## config.mk

```make
export PLATFORM = sky130hd
export DESIGN_NAME = adder_share_arb
export DESIGN_NICKNAME = d
export VERILOG_FILES = /design/src/rtl/adder_arb_pkg.sv /design/src/rtl/adder_n.sv /design/src/rtl/adder_rr_pick.sv /design/src/rtl/adder_share_arb.sv
export SDC_FILE = /design/constraint.sdc
export NUM_CORES = 1
export LEC_CHECK = 0
export CORE_AREA = 10 10 124 126
export CTS_BUF_LIST = sky130_fd_sc_hd__clkbuf_4
export CTS_CLUSTER_DIAMETER = 150
export DETAILED_ROUTE_END_ITERATION = 12
export DIE_AREA = 0 0 134 136
export PLACE_DENSITY = 0.66
export SLEW_MARGIN = 20
export SYNTH_ARGS = -nofsm -noshare
export SYNTH_HDL_FRONTEND = slang
export SYNTH_HIERARCHICAL = 1
export SYNTH_SLANG_ARGS = --single-unit
```

## constraint.sdc

```tcl
create_clock -name clk -period 4.75 [get_ports clk]
set_input_delay 1.1875 -clock clk [delete_from_list [all_inputs] [get_ports clk]]
set_output_delay 1.1875 -clock clk [all_outputs]
set_load 0.01 [all_outputs]
```

## src/rtl/adder_arb_pkg.sv

```systemverilog
// Shared types and constants for the round-robin adder sharing block.
package adder_arb_pkg;

  // Arbiter FSM states.
  typedef enum logic [1:0] {
    IDLE = 2'd0,
    EXEC = 2'd1,
    RESP = 2'd2
  } state_t;

  localparam int DEF_WIDTH = 17;
  localparam int DEF_NREQ  = 4;

  // Width of a requester index; never narrower than one bit.
  function automatic int id_width(input int n);
    return (n < 2) ? 1 : $clog2(n);
  endfunction

endpackage

```

## src/rtl/adder_n.sv

```systemverilog
// Plain combinational WIDTH-bit adder with carry in and carry out.
module adder_n #(
  parameter int WIDTH = 17
) (
  input  logic [WIDTH-1:0] a,
  input  logic [WIDTH-1:0] b,
  input  logic             cin,
  output logic [WIDTH-1:0] sum,
  output logic             cout
);

  assign {cout, sum} = {1'b0, a} + {1'b0, b} + {{WIDTH{1'b0}}, cin};

endmodule

```

## src/rtl/adder_rr_pick.sv

```systemverilog
// Rotating-priority picker: first set req bit at or above ptr, wrapping to 0.
module adder_rr_pick #(
  parameter int NREQ = 4,
  parameter int IDW  = 2
) (
  input  logic [NREQ-1:0] req,
  input  logic [IDW-1:0]  ptr,
  output logic [IDW-1:0]  gnt_idx,
  output logic            gnt_any
);

  localparam int IW = IDW + 1;

  // One spare bit so ptr + offset never wraps before the modulo fold.
  logic [IW-1:0] cand;

  // Scan offsets 0..NREQ-1 from ptr; the first requesting index wins.
  always_comb begin
    // NOTE: every output gets a default before the loop so no path leaves it unassigned (no latch).
    gnt_idx = '0;
    gnt_any = 1'b0;
    cand    = '0;
    for (int k = 0; k < NREQ; k++) begin
      cand = {1'b0, ptr} + IW'(k);
      if (cand >= IW'(NREQ)) cand = cand - IW'(NREQ);
      if (!gnt_any && req[cand[IDW-1:0]]) begin
        gnt_any = 1'b1;
        gnt_idx = cand[IDW-1:0];
      end
    end
  end

endmodule

```

## src/rtl/adder_share_arb.sv

```systemverilog
// Shares one adder_n among NREQ valid/ready requesters with round-robin
// arbitration and a single registered response channel.
// Optional feature: define ADDER_ARB_OVF_EN to add the rsp_ovf signed-overflow output.
module adder_share_arb
  import adder_arb_pkg::*;
#(
  parameter int  WIDTH = DEF_WIDTH,
  parameter int  NREQ  = DEF_NREQ,
  localparam int IDW   = id_width(NREQ)
) (
  input  logic                  clk,
  input  logic                  rst,
  input  logic [NREQ-1:0]       req_valid,
  output logic [NREQ-1:0]       req_ready,
  input  logic [NREQ*WIDTH-1:0] req_a,
  input  logic [NREQ*WIDTH-1:0] req_b,
  input  logic [NREQ-1:0]       req_cin,
  output logic                  rsp_valid,
  input  logic                  rsp_ready,
  output logic [IDW-1:0]        rsp_id,
  output logic [WIDTH-1:0]      rsp_sum,
  output logic                  rsp_cout
`ifdef ADDER_ARB_OVF_EN
  ,
  output logic                  rsp_ovf
`endif
);

  state_t           state;
  logic [IDW-1:0]   rr_ptr;
  logic [IDW-1:0]   ptr_next;
  logic [IDW-1:0]   gnt_idx;
  logic             gnt_any;
  logic [IDW-1:0]   op_id;
  logic [WIDTH-1:0] op_a;
  logic [WIDTH-1:0] op_b;
  logic             op_cin;
  logic [WIDTH-1:0] sel_a;
  logic [WIDTH-1:0] sel_b;
  logic             sel_cin;
  logic [WIDTH-1:0] add_sum;
  logic             add_cout;

  adder_rr_pick #(
    .NREQ (NREQ),
    .IDW  (IDW)
  ) u_pick (
    .req     (req_valid),
    .ptr     (rr_ptr),
    .gnt_idx (gnt_idx),
    .gnt_any (gnt_any)
  );

  adder_n #(
    .WIDTH (WIDTH)
  ) u_adder (
    .a    (op_a),
    .b    (op_b),
    .cin  (op_cin),
    .sum  (add_sum),
    .cout (add_cout)
  );

  // Pointer moves to the slot just past the winner so it gets lowest priority next time.
  assign ptr_next = (gnt_idx == IDW'(NREQ - 1)) ? '0 : gnt_idx + IDW'(1);

  // Mux out the winning requester's operands.
  always_comb begin
    sel_a   = '0;
    sel_b   = '0;
    sel_cin = 1'b0;
    for (int i = 0; i < NREQ; i++) begin
      if (gnt_idx == IDW'(i)) begin
        sel_a   = req_a[i*WIDTH +: WIDTH];
        sel_b   = req_b[i*WIDTH +: WIDTH];
        sel_cin = req_cin[i];
      end
    end
  end

  // Accept is offered only to the winner, only while idle and out of reset.
  always_comb begin
    req_ready = '0;
    if (!rst && state == IDLE && gnt_any) req_ready[gnt_idx] = 1'b1;
  end

  // Arbitration FSM with operand capture and registered response.
  always_ff @(posedge clk or posedge rst) begin
    // NOTE: every register here, including the operand and response holding registers, has a reset value so an aborted op leaves nothing behind.
    if (rst) begin
      state     <= IDLE;
      rr_ptr    <= '0;
      op_id     <= '0;
      op_a      <= '0;
      op_b      <= '0;
      op_cin    <= 1'b0;
      rsp_valid <= 1'b0;
      rsp_id    <= '0;
      rsp_sum   <= '0;
      rsp_cout  <= 1'b0;
`ifdef ADDER_ARB_OVF_EN
      rsp_ovf   <= 1'b0;
`endif
    end else begin
      // NOTE: non-blocking assignments so every register samples pre-edge values.
      unique case (state)
        IDLE: begin
          if (gnt_any) begin
            op_a   <= sel_a;
            op_b   <= sel_b;
            op_cin <= sel_cin;
            op_id  <= gnt_idx;
            rr_ptr <= ptr_next;
            state  <= EXEC;
          end
        end
        EXEC: begin
          rsp_sum   <= add_sum;
          rsp_cout  <= add_cout;
          rsp_id    <= op_id;
`ifdef ADDER_ARB_OVF_EN
          rsp_ovf   <= (op_a[WIDTH-1] == op_b[WIDTH-1]) && (add_sum[WIDTH-1] != op_a[WIDTH-1]);
`endif
          rsp_valid <= 1'b1;
          state     <= RESP;
        end
        RESP: begin
          if (rsp_ready) begin
            rsp_valid <= 1'b0;
            state     <= IDLE;
          end
        end
        default: state <= IDLE;
      endcase
    end
  end

endmodule

```

# Word level (Yosys, flattened, before mapping)
# Index checks and enable logic that the tools add are counted.
dict set report classes {
  add_sub_neg 10
  mul 0
  div_mod_pow 0
  order_cmp 10
  n_eq_ne 7
  shift 0
  mux 41
  bitwise 0
  reduce_logical 16
}
# op n
set ops {}
lappend ops {{17-bit 2-to-1 mux} 8}
lappend ops {{2-bit 2-to-1 mux} 11}
lappend ops {{17-bit by 17-bit adder with 18-bit output} 1}
lappend ops {{18-bit by 1-bit adder with 18-bit output} 1}
lappend ops {{2-bit by 3-bit < comparator with 1-bit output, second input constant} 5}
lappend ops {{1-bit 2-to-1 mux} 14}
lappend ops {{3-bit >= comparator, second input constant} 3}
lappend ops {{1-bit binary-select mux with 2-bit select} 4}
lappend ops {{2-bit by 1-bit subtractor with 2-bit output, second input constant} 4}
lappend ops {{2-bit by 2-bit adder with 3-bit output, second input constant} 2}
lappend ops {{2-bit == test, second input constant} 3}
lappend ops {{1-bit logical AND} 6}
lappend ops {{2-bit one-hot mux with 3 select lines} 1}
lappend ops {{2-bit AND reduction} 3}
lappend ops {{2-bit by 1-bit == test with 1-bit output, second input constant} 2}
lappend ops {{1-bit logical NOT} 4}
lappend ops {{2-bit logical NOT} 2}
lappend ops {{4-bit 2-to-1 mux} 1}
lappend ops {{2-bit != test, second input constant} 2}
lappend ops {{2-bit by 1-bit adder with 3-bit output, second input constant} 1}
lappend ops {{2-bit by 3-bit >= comparator with 1-bit output, second input constant} 1}
lappend ops {{2-bit by 1-bit adder with 2-bit output, second input constant} 1}
lappend ops {{1-bit demux with 2-bit select} 1}
lappend ops {{2-bit by 1-bit >= comparator with 1-bit output, second input constant} 1}
lappend ops {{other kinds (2)} 2}
dict set report word_totals {
  reg_bits 62
  latchBits 0
  ramBits 0
  rom_bits 0
  in_bits 147
  output_inout_bits 25
  elab_cells 94
  mem_count 0
}

# Longest topological paths before layout
# Gate-level depths: netlist (run 1).
dict set report depth {
  ltp_word 19
  mapped_depth 10
  ltp_nobuf 9
}

# Hierarchy
# Netlist (run 1), hierarchy kept.
# module instances cells_per_inst area_each_um2 seq_area_each_um2
set modules_own_cells {}
lappend modules_own_cells {adder_share_arb 1 357 3470.8 1551.5}
lappend modules_own_cells {adder_n 1 129 910.9 0.0}
lappend modules_own_cells {adder_rr_pick 1 15 77.6 0.0}

# Worst setup path before layout (run 1)
# No wires, ideal clock.
dict set report synth_path {
  path_type {input -> output}
  start {in rst}
  end {out req_ready[0]}
  arrival_time_ns 2.895
  required_time_ns 3.563
  path_slack_ns 0.668
  path_stages 2
  n_path_buf 0
  path_cell_list {inv_1 > and3_1}
}
dict set report synth_between {
  elab_chain_cells 4
}
# element line
set synth_rtl {}
lappend synth_rtl {{start, declared} adder_share_arb.sv:12} ;# input logic rst,
lappend synth_rtl {{1-bit logical NOT (no source line)} --}
lappend synth_rtl {{1-bit logical AND (2 in a row)} adder_share_arb.sv:84} ;# if (!rst && state == IDLE && gnt_any) req_ready[gnt_idx] = 1'b1;
lappend synth_rtl {{4-bit 2-to-1 mux} adder_share_arb.sv:84}
lappend synth_rtl {{end, declared} adder_share_arb.sv:14} ;# output logic [NREQ-1:0] req_ready,
# No other way between the ends.

# Worst setup path in the final report (run 1)
dict set report layout_path {
  start {in req_valid[1]}
  end {out req_ready[3]}
}
dict set report layout_between {
  elab_chain_cells 17
  elab_cells_between_ends 29
  classes_between {order compare (2); mux (19); reduce/logical (8)}
}
# element line
set layout_rtl {}
lappend layout_rtl {{start, declared} adder_share_arb.sv:13} ;# input logic [NREQ-1:0] req_valid,
lappend layout_rtl {{1-bit binary-select mux with 2-bit select} adder_rr_pick.sv:26} ;# if (!gnt_any && req[cand[IDW-1:0]]) begin
lappend layout_rtl {{1-bit 2-to-1 mux (implied by the code)} adder_rr_pick.sv:26}
lappend layout_rtl {{1-bit 2-to-1 mux} adder_rr_pick.sv:26}
lappend layout_rtl {{1-bit logical NOT} adder_rr_pick.sv:26}
lappend layout_rtl {{1-bit logical AND} adder_rr_pick.sv:26}
lappend layout_rtl {{1-bit 2-to-1 mux} adder_rr_pick.sv:26}
lappend layout_rtl {{1-bit logical NOT} adder_rr_pick.sv:26}
lappend layout_rtl {{1-bit logical AND} adder_rr_pick.sv:26}
lappend layout_rtl {{(+2 left out)} --}
lappend layout_rtl {{1-bit logical AND} adder_rr_pick.sv:26}
lappend layout_rtl {{2-bit 2-to-1 mux (*)} adder_rr_pick.sv:26}
lappend layout_rtl {{named net gnt_idx[0]} adder_share_arb.sv:32} ;# logic [IDW-1:0] gnt_idx;
lappend layout_rtl {{2-bit by 3-bit < comparator with 1-bit output (implied by the code) / 2-bit by 1-bit >= comparator with 1-bit output (equally long branches)} adder_share_arb.sv:84}
lappend layout_rtl {{1-bit logical AND (implied by the code)} adder_share_arb.sv:84}
lappend layout_rtl {{1-bit 2-to-1 mux (implied by the code)} adder_share_arb.sv:84}
lappend layout_rtl {{1-bit demux with 2-bit select (*)} adder_share_arb.sv:84}
lappend layout_rtl {{4-bit 2-to-1 mux (*)} adder_share_arb.sv:84}
# Mark *: on every way through the listed nets, which the timed path passes. The rest lies on a longest branch. The select of a mux whose other input is x is not followed.

==> impl_metrics.tcl, run 1 <==
set metrics [dict create \
    initial_utilization_pct 34.36 \
    placed_cells 821 \
    synth_edf_count 0 \
    cp-start-kind "input port" \
    status "complete, no violations" \
    synthCells 501 \
    synth_ff_type "dfrtp_1" \
    synth_fa_ha_area_share_pct 6.510 \
    regArea_um2 1551 \
    p_comb_share_pct 65.9 \
    yosysWarnings 6 \
    setup_viol 0 \
    grt_pass1_wl_um 25310 \
    cp.required_ns 3.56 \
    drt-initial-drc-count 242 \
    nets 825 \
    vias_per_cell 5.204 \
    ys_seq_area_share_pct 34.79 \
    fin_area_um2 6399 \
    seq_power_share_pct 25.1 \
    die_area_um2 18220 \
    synth_area_um2 4459 \
    async_reset_ff_share_pct 100.0 \
    multiInputGateArea_um2 2644 \
    clkSinkCount 62 \
    powerDensity_nw_per_um2 601.7 \
    routedWlPerCell_um 18.72 \
    yosys.area.top_type "dfrtp_1" \
    post-synth-top-count-cell "o21ai_1" \
    cap_violations 0 \
    arrival_ns 3.35 \
    drc 0 \
    synthMuxAreaShare_pct 5.051 \
    path_class "in2out" \
    yosysUniqueCellTypes 50 \
    wl_um 15670 \
    vias 4356 \
    antenna_found_initial 1 \
    core-area_um2 12980 \
    ios 172 \
    drtPass1Iterations 5 \
    ir_drop_mv 0.2272 \
    synthSimpleGateAreaFrac_pct 17.28 \
    track_usage_pct 17.44 \
    hold_class "reg2reg" \
    slew_headroom_pct 56.41 \
    hold_violations 0 \
    critPathMaxFanout 4 \
    path_cells "clkdlybuf4s50_1, inv_1, a221o_1, a21oi_2, ha_1, inv_1, nor3_1, clkdlybuf4s50_1" \
    grt_pass1_vias 4720 \
    avgSynthCellArea_um2 8.901 \
    core.rowCount 42 \
    critical_path.max_stage_delay_ns 0.58 \
    rsz0062_at_grt "no" \
    synth_compound_area_share_pct 27.58 \
    clock-root-buffer "clkbuf_4" \
    cts_max_level 3 \
    synth_commonest_cells "o21ai_1, dfrtp_1, nand2_1, a21o_1, a211oi_1" \
    synth.top_cell.area_share_pct 34.79 \
    utilization_pct 49.30 \
    tightest_slew_ns 0.6538 \
    gp_congestion 0.9029 \
    instances_no_fill 837 \
    numPortBuffers 171 \
    fin_crit_sh_pct 95.55 \
    synth_xor_area_share_pct 2.553 \
    clock_latency_ns 0.44 \
    globalRouteOverflowTotal 0 \
    cts_tree "done" \
    clk_pin_slew_ns 0.10 \
    dpl-instance-area_um2 6266 \
    antenna_left 0 \
    cp-end-kind "output port" \
    synthesis.nets 670 \
    die_w_um 134 \
    dp_hpwl_um 12720 \
    dp_slack_ns 0.1237 \
    synth.area.top_cells "dfrtp_1, o21ai_1, and3b_1, a21o_1, a211oi_1" \
    power.leakage_nw 2.979 \
    synth_seq_cells 62 \
    synth_top_family_by_area "compound AO/OA/AOI/OAI gates" \
    grt_start_max_net_pins 72 \
    final_max_slew_viol_count 0 \
    worst_slack_ns 0.2113 \
    fin_worst_skew_ns 0.01600 \
    fmax_mhz 220.3 \
    holdWs_ns 0.5027 \
    fin_setup_tns_ns 0 \
    clockPowerShare_pct 9.0 \
    post-route-min-period_ns 4.539 \
    p_int_mw 2.127 \
    fill_cells 1266 \
    syn2layout_area_growth_pct 43.49 \
    cts_buffers 9 \
    switching_share_pct 44.76 \
    p_switching_mw 1.723 \
    die_height_um 136 \
    drive_gt1_share_pct 8.030 \
    worst_path_max_delay_cell "clkdlybuf4s50_1" \
    post_cts_buffers 0 \
    clock_path_buffers 2 \
    finalPower_mw 3.850 \
]
worst paths after layout:
kind	from	depth (start not counted)	slack, ns	endpoint
worst min register to register	op_b[10]	2	0.50	op_b[10]
worst max register to register	rr_ptr[1]	9	1.86	op_a[0]
max in group asynchronous	rst	3	2.70	op_a[15]
min in group asynchronous	rst	2	1.12	rr_ptr[0]
worst min-delay path	op_b[10]	2	0.50	op_b[10]
worst max-delay path	req_valid[1]	8	0.21	req_ready[3]
layout by cell type, fill, tap and decap left out, types with 3 or more instances in the layout:
cell type and instances:
and3b_1 34, mux2_2 20, a21o_1 39, clkbuf_4 9, and3_1 5, o21ai_0 14, nand2b_1 5, o211ai_1 3
xnor2_1 8, clkinv_2 4, buf_4 8, xor2_1 5, nor2_1 12, nand3_1 3, ha_1 19, inv_1 19
nand2_1 52, o21ai_1 68, a21oi_1 23, dfrtp_1 62, a211oi_1 35, clkdlybuf4s50_1 171
layer usage:
layer	track usage, %	routed length [µm]	vias to the layer above	share of wire, %
met5	0	0	-	0
met4	8.585	507	0	3.2
met3	5.092	1259	32	8.0
met2	27.56	7093	159	45
met1	21.33	6806	2027	43
li1	-	-	2138	-
cell families (layout without fill, tap and decap cells):
kind of cell / Yosys count / count (layout)
AO/OA/AOI/OAI: 197 / 197
flip-flops: 62 / 62
XOR/XNOR: 13 / 13
other: 0 / 1
adder cells (fa/ha/maj): 22 / 22
AND/OR/NAND/NOR: 130 / 130
multiplexers: 20 / 20
buffers and inverters: 57 / 216
cell type report:
type / count / share of cell area [%]
antenna: 1 / 0.03911
tap: 176 / 3.442
clock buffer: 9 / 1.056
sequential: 62 / 24.25
clock inverter: 6 / 0.8408
timing repair buffer: 179 / 27.69
inverter: 22 / 1.369
multi-input combinational: 382 / 41.32
power groups by stage:
stage | clock network, mW | registers, mW | logic [mW]
after floorplan | 0 | 0.954 | 1.80
after global placement | 0 | 0.970 | 2.51
after detailed placement | 0 | 0.981 | 2.54
after CTS | 0.360 | 0.970 | 2.55
after global routing | 0.382 | 1.00 | 2.85
final | 0.347 | 0.966 | 2.54
registers in the layout (all words and copies together), names as in the netlist:
signal	flops
rsp_valid	1
op_cin	1
rsp_sum	17
op_a	17
op_b	17
rsp_id	2
rr_ptr	2
op_id	2
state	2
rsp_cout	1
worst max-delay path: cells and delay by family:
family	cells	cell delay, ns
buf+inv	4	1.20
simple gates	1	0.18
compound gates	2	0.58
fa+ha+maj	1	0.21
repair_timing:
| action | 4_1_cts | 5_1_grt |
|---|---|---|
| resized for setup | 0 | 1 |
| hold buffers | 0 | 0 |
| setup endpoints to repair | 0 | 3 |
(Power assumes the default switching activity.)
==> inputs of run 2 (changes only) <==
--- a/config.mk
+++ b/config.mk
@@ -5,12 +5,14 @@
 export SDC_FILE = /design/constraint.sdc
 export NUM_CORES = 1
 export LEC_CHECK = 0
-export CORE_AREA = 10 10 124 126
+export CELL_PAD_IN_SITES_DETAIL_PLACEMENT = 0
+export CELL_PAD_IN_SITES_GLOBAL_PLACEMENT = 2
+export CORE_AREA = 10 10 138 140
 export CTS_BUF_LIST = sky130_fd_sc_hd__clkbuf_4
 export CTS_CLUSTER_DIAMETER = 150
 export DETAILED_ROUTE_END_ITERATION = 12
-export DIE_AREA = 0 0 134 136
-export PLACE_DENSITY = 0.66
+export DIE_AREA = 0 0 148 150
+export PLACE_DENSITY = 0.87
 export SLEW_MARGIN = 20
 export SYNTH_ARGS = -nofsm -noshare
 export SYNTH_HDL_FRONTEND = slang
==> impl_metrics.tcl, run 2 (synthesized netlist as in run 1, its figures left out) <==
set metrics [dict create \
    ir_drop_mv 0.2402 \
    core.rowCount 47 \
    clk_pin_slew_ns 0.10 \
    setup_viol 0 \
    initial_utilization_pct 27.28 \
    rsz0062_at_grt "no" \
    drive_gt1_share_pct 7.727 \
    vias_per_cell 4.952 \
    cts_tree "done" \
    drt-initial-drc-count 191 \
    reg2reg_depth 9 \
    cp-end-kind "output port" \
    instances_no_fill 881 \
    final_max_slew_viol_count 0 \
    cp-start-kind "input port" \
    gp_congestion 0.8279 \
    clock_latency_ns 0.42 \
    hold_depth 2 \
    cap_violations 0 \
    ios 172 \
    routedWlPerCell_um 18.05 \
    fin_setup_tns_ns 0 \
    path_class "in2out" \
    dp_hpwl_um 13070 \
    globalRouteOverflowTotal 0 \
    nets 826 \
    grt_start_max_net_pins 72 \
    slew_headroom_pct 31.82 \
    track_usage_pct 14.25 \
    powerDensity_nw_per_um2 596.8 \
    die_height_um 150 \
    ctsHoldBuffers 0 \
    fin_crit_sh_pct 95.72 \
    dp_slack_ns 0.1013 \
    worst_slack_ns 0.2035 \
    die_area_um2 22200 \
    tightest_slew_ns 1.018 \
    cts_max_level 3 \
    vias 4363 \
    critPathMaxFanout 4 \
    wl_um 15900 \
    cp.required_ns 3.56 \
    grt_pass1_vias 4647 \
    hold_violations 0 \
    numPortBuffers 171 \
    arrival_ns 3.36 \
    antenna_found_initial 1 \
    clock-root-buffer "clkbuf_4" \
    final_common_cell "clkdlybuf4s50_1" \
    post-route-min-period_ns 4.547 \
    clkSinkCount 62 \
    clock_path_buffers 2 \
    drtPass1Iterations 6 \
    die_w_um 148 \
    grt_pass1_wl_um 25420 \
    status "complete, no violations" \
    power.leakage_nw 2.962 \
    fmax_mhz 219.9 \
    drc 0 \
    syn2layout_area_growth_pct 44.11 \
    hold_class "reg2reg" \
    cts_buffers 9 \
    placed_cells 866 \
    utilization_pct 39.31 \
    fill_cells 1729 \
    fin_worst_skew_ns 0.01458 \
    core-area_um2 16350 \
    layout_common_cells "clkdlybuf4s50_1, o21ai_1, dfrtp_1" \
    antenna_left 0 \
    top_regs "op_a x17, op_b x17, rsp_sum x17" \
]
==> run 2: cell count changes in the layout (fill, tap and decap cells not counted), sizes merged <==
cell and change:
clkbuf +1, buf +1, bufinv -1, clkinv -1
==> run 2: power breakdown <==
part           switching [mW]  internal, mW
registers               0.164         0.789
clock network           0.180         0.102
logic                    1.41          1.19
==> run 2: per-layer routing <==
metal / vias up / global-route usage, % / routed length [µm]
met1: 2059 / 18.83 / 7406
li1: 2140 / - / -
met3: 20 / 3.442 / 1031
met4: 0 / 5.748 / 346
met5: - / 0 / 0
met2: 144 / 21.86 / 7116
==> run 2: worst paths after layout <==
| check | start | endpoint | slack, ns |
|---|---|---|---|
| max in group asynchronous | rst | rsp_sum[13] | 2.82 |
| worst min-delay path | op_a[0] | op_a[0] | 0.50 |
| worst max register to register | op_a[0] | rsp_sum[16] | 1.93 |
| min in group asynchronous | rst | op_id[1] | 1.38 |
| worst max-delay path | req_valid[1] | req_ready[3] | 0.20 |
| worst min register to register | op_a[0] | op_a[0] | 0.50 |
==> run 2: repair_timing <==
item / in CTS / in global routing
endpoints found under the setup margin: 0 / 2
resized for setup: 0 / 1
setup buffers: 0 / 0
==> run 2: final cells by class <==
cell class | instances | area (µm²) | area share, %
repair buffers | 180 | 1779 | 27.69
inverters | 22 | 87.58 | 1.363
clock inverters | 4 | 16.27 | 0.2531
clock buffers | 10 | 75.07 | 1.168
well taps | 220 | 275.3 | 4.283
flip-flops and latches | 62 | 1551 | 24.14
multi-input cells | 382 | 2639 | 41.06
diodes | 1 | 2.502 | 0.03894
==> run 2: through the flow <==
stage                     hold WS, ns  power (mW)  cell area [µm²]
after CTS                      0.5052       3.887             6420
after global routing           0.5352       4.221             6426
after global placement         0.4756       3.546             6329
after detailed placement       0.4834       3.589             6329
final                          0.4969       3.835             6426
after floorplan                0.4444       2.753             4459
==> run 2: critical path, cell delays in order <==
cell,delay [ns]
clkdlybuf4s50_1,0.50
inv_1,0.07
a221o_1,0.36
a21oi_2,0.23
ha_1,0.20
inv_1,0.06
nor3_1,0.18
clkdlybuf4s50_1,0.57
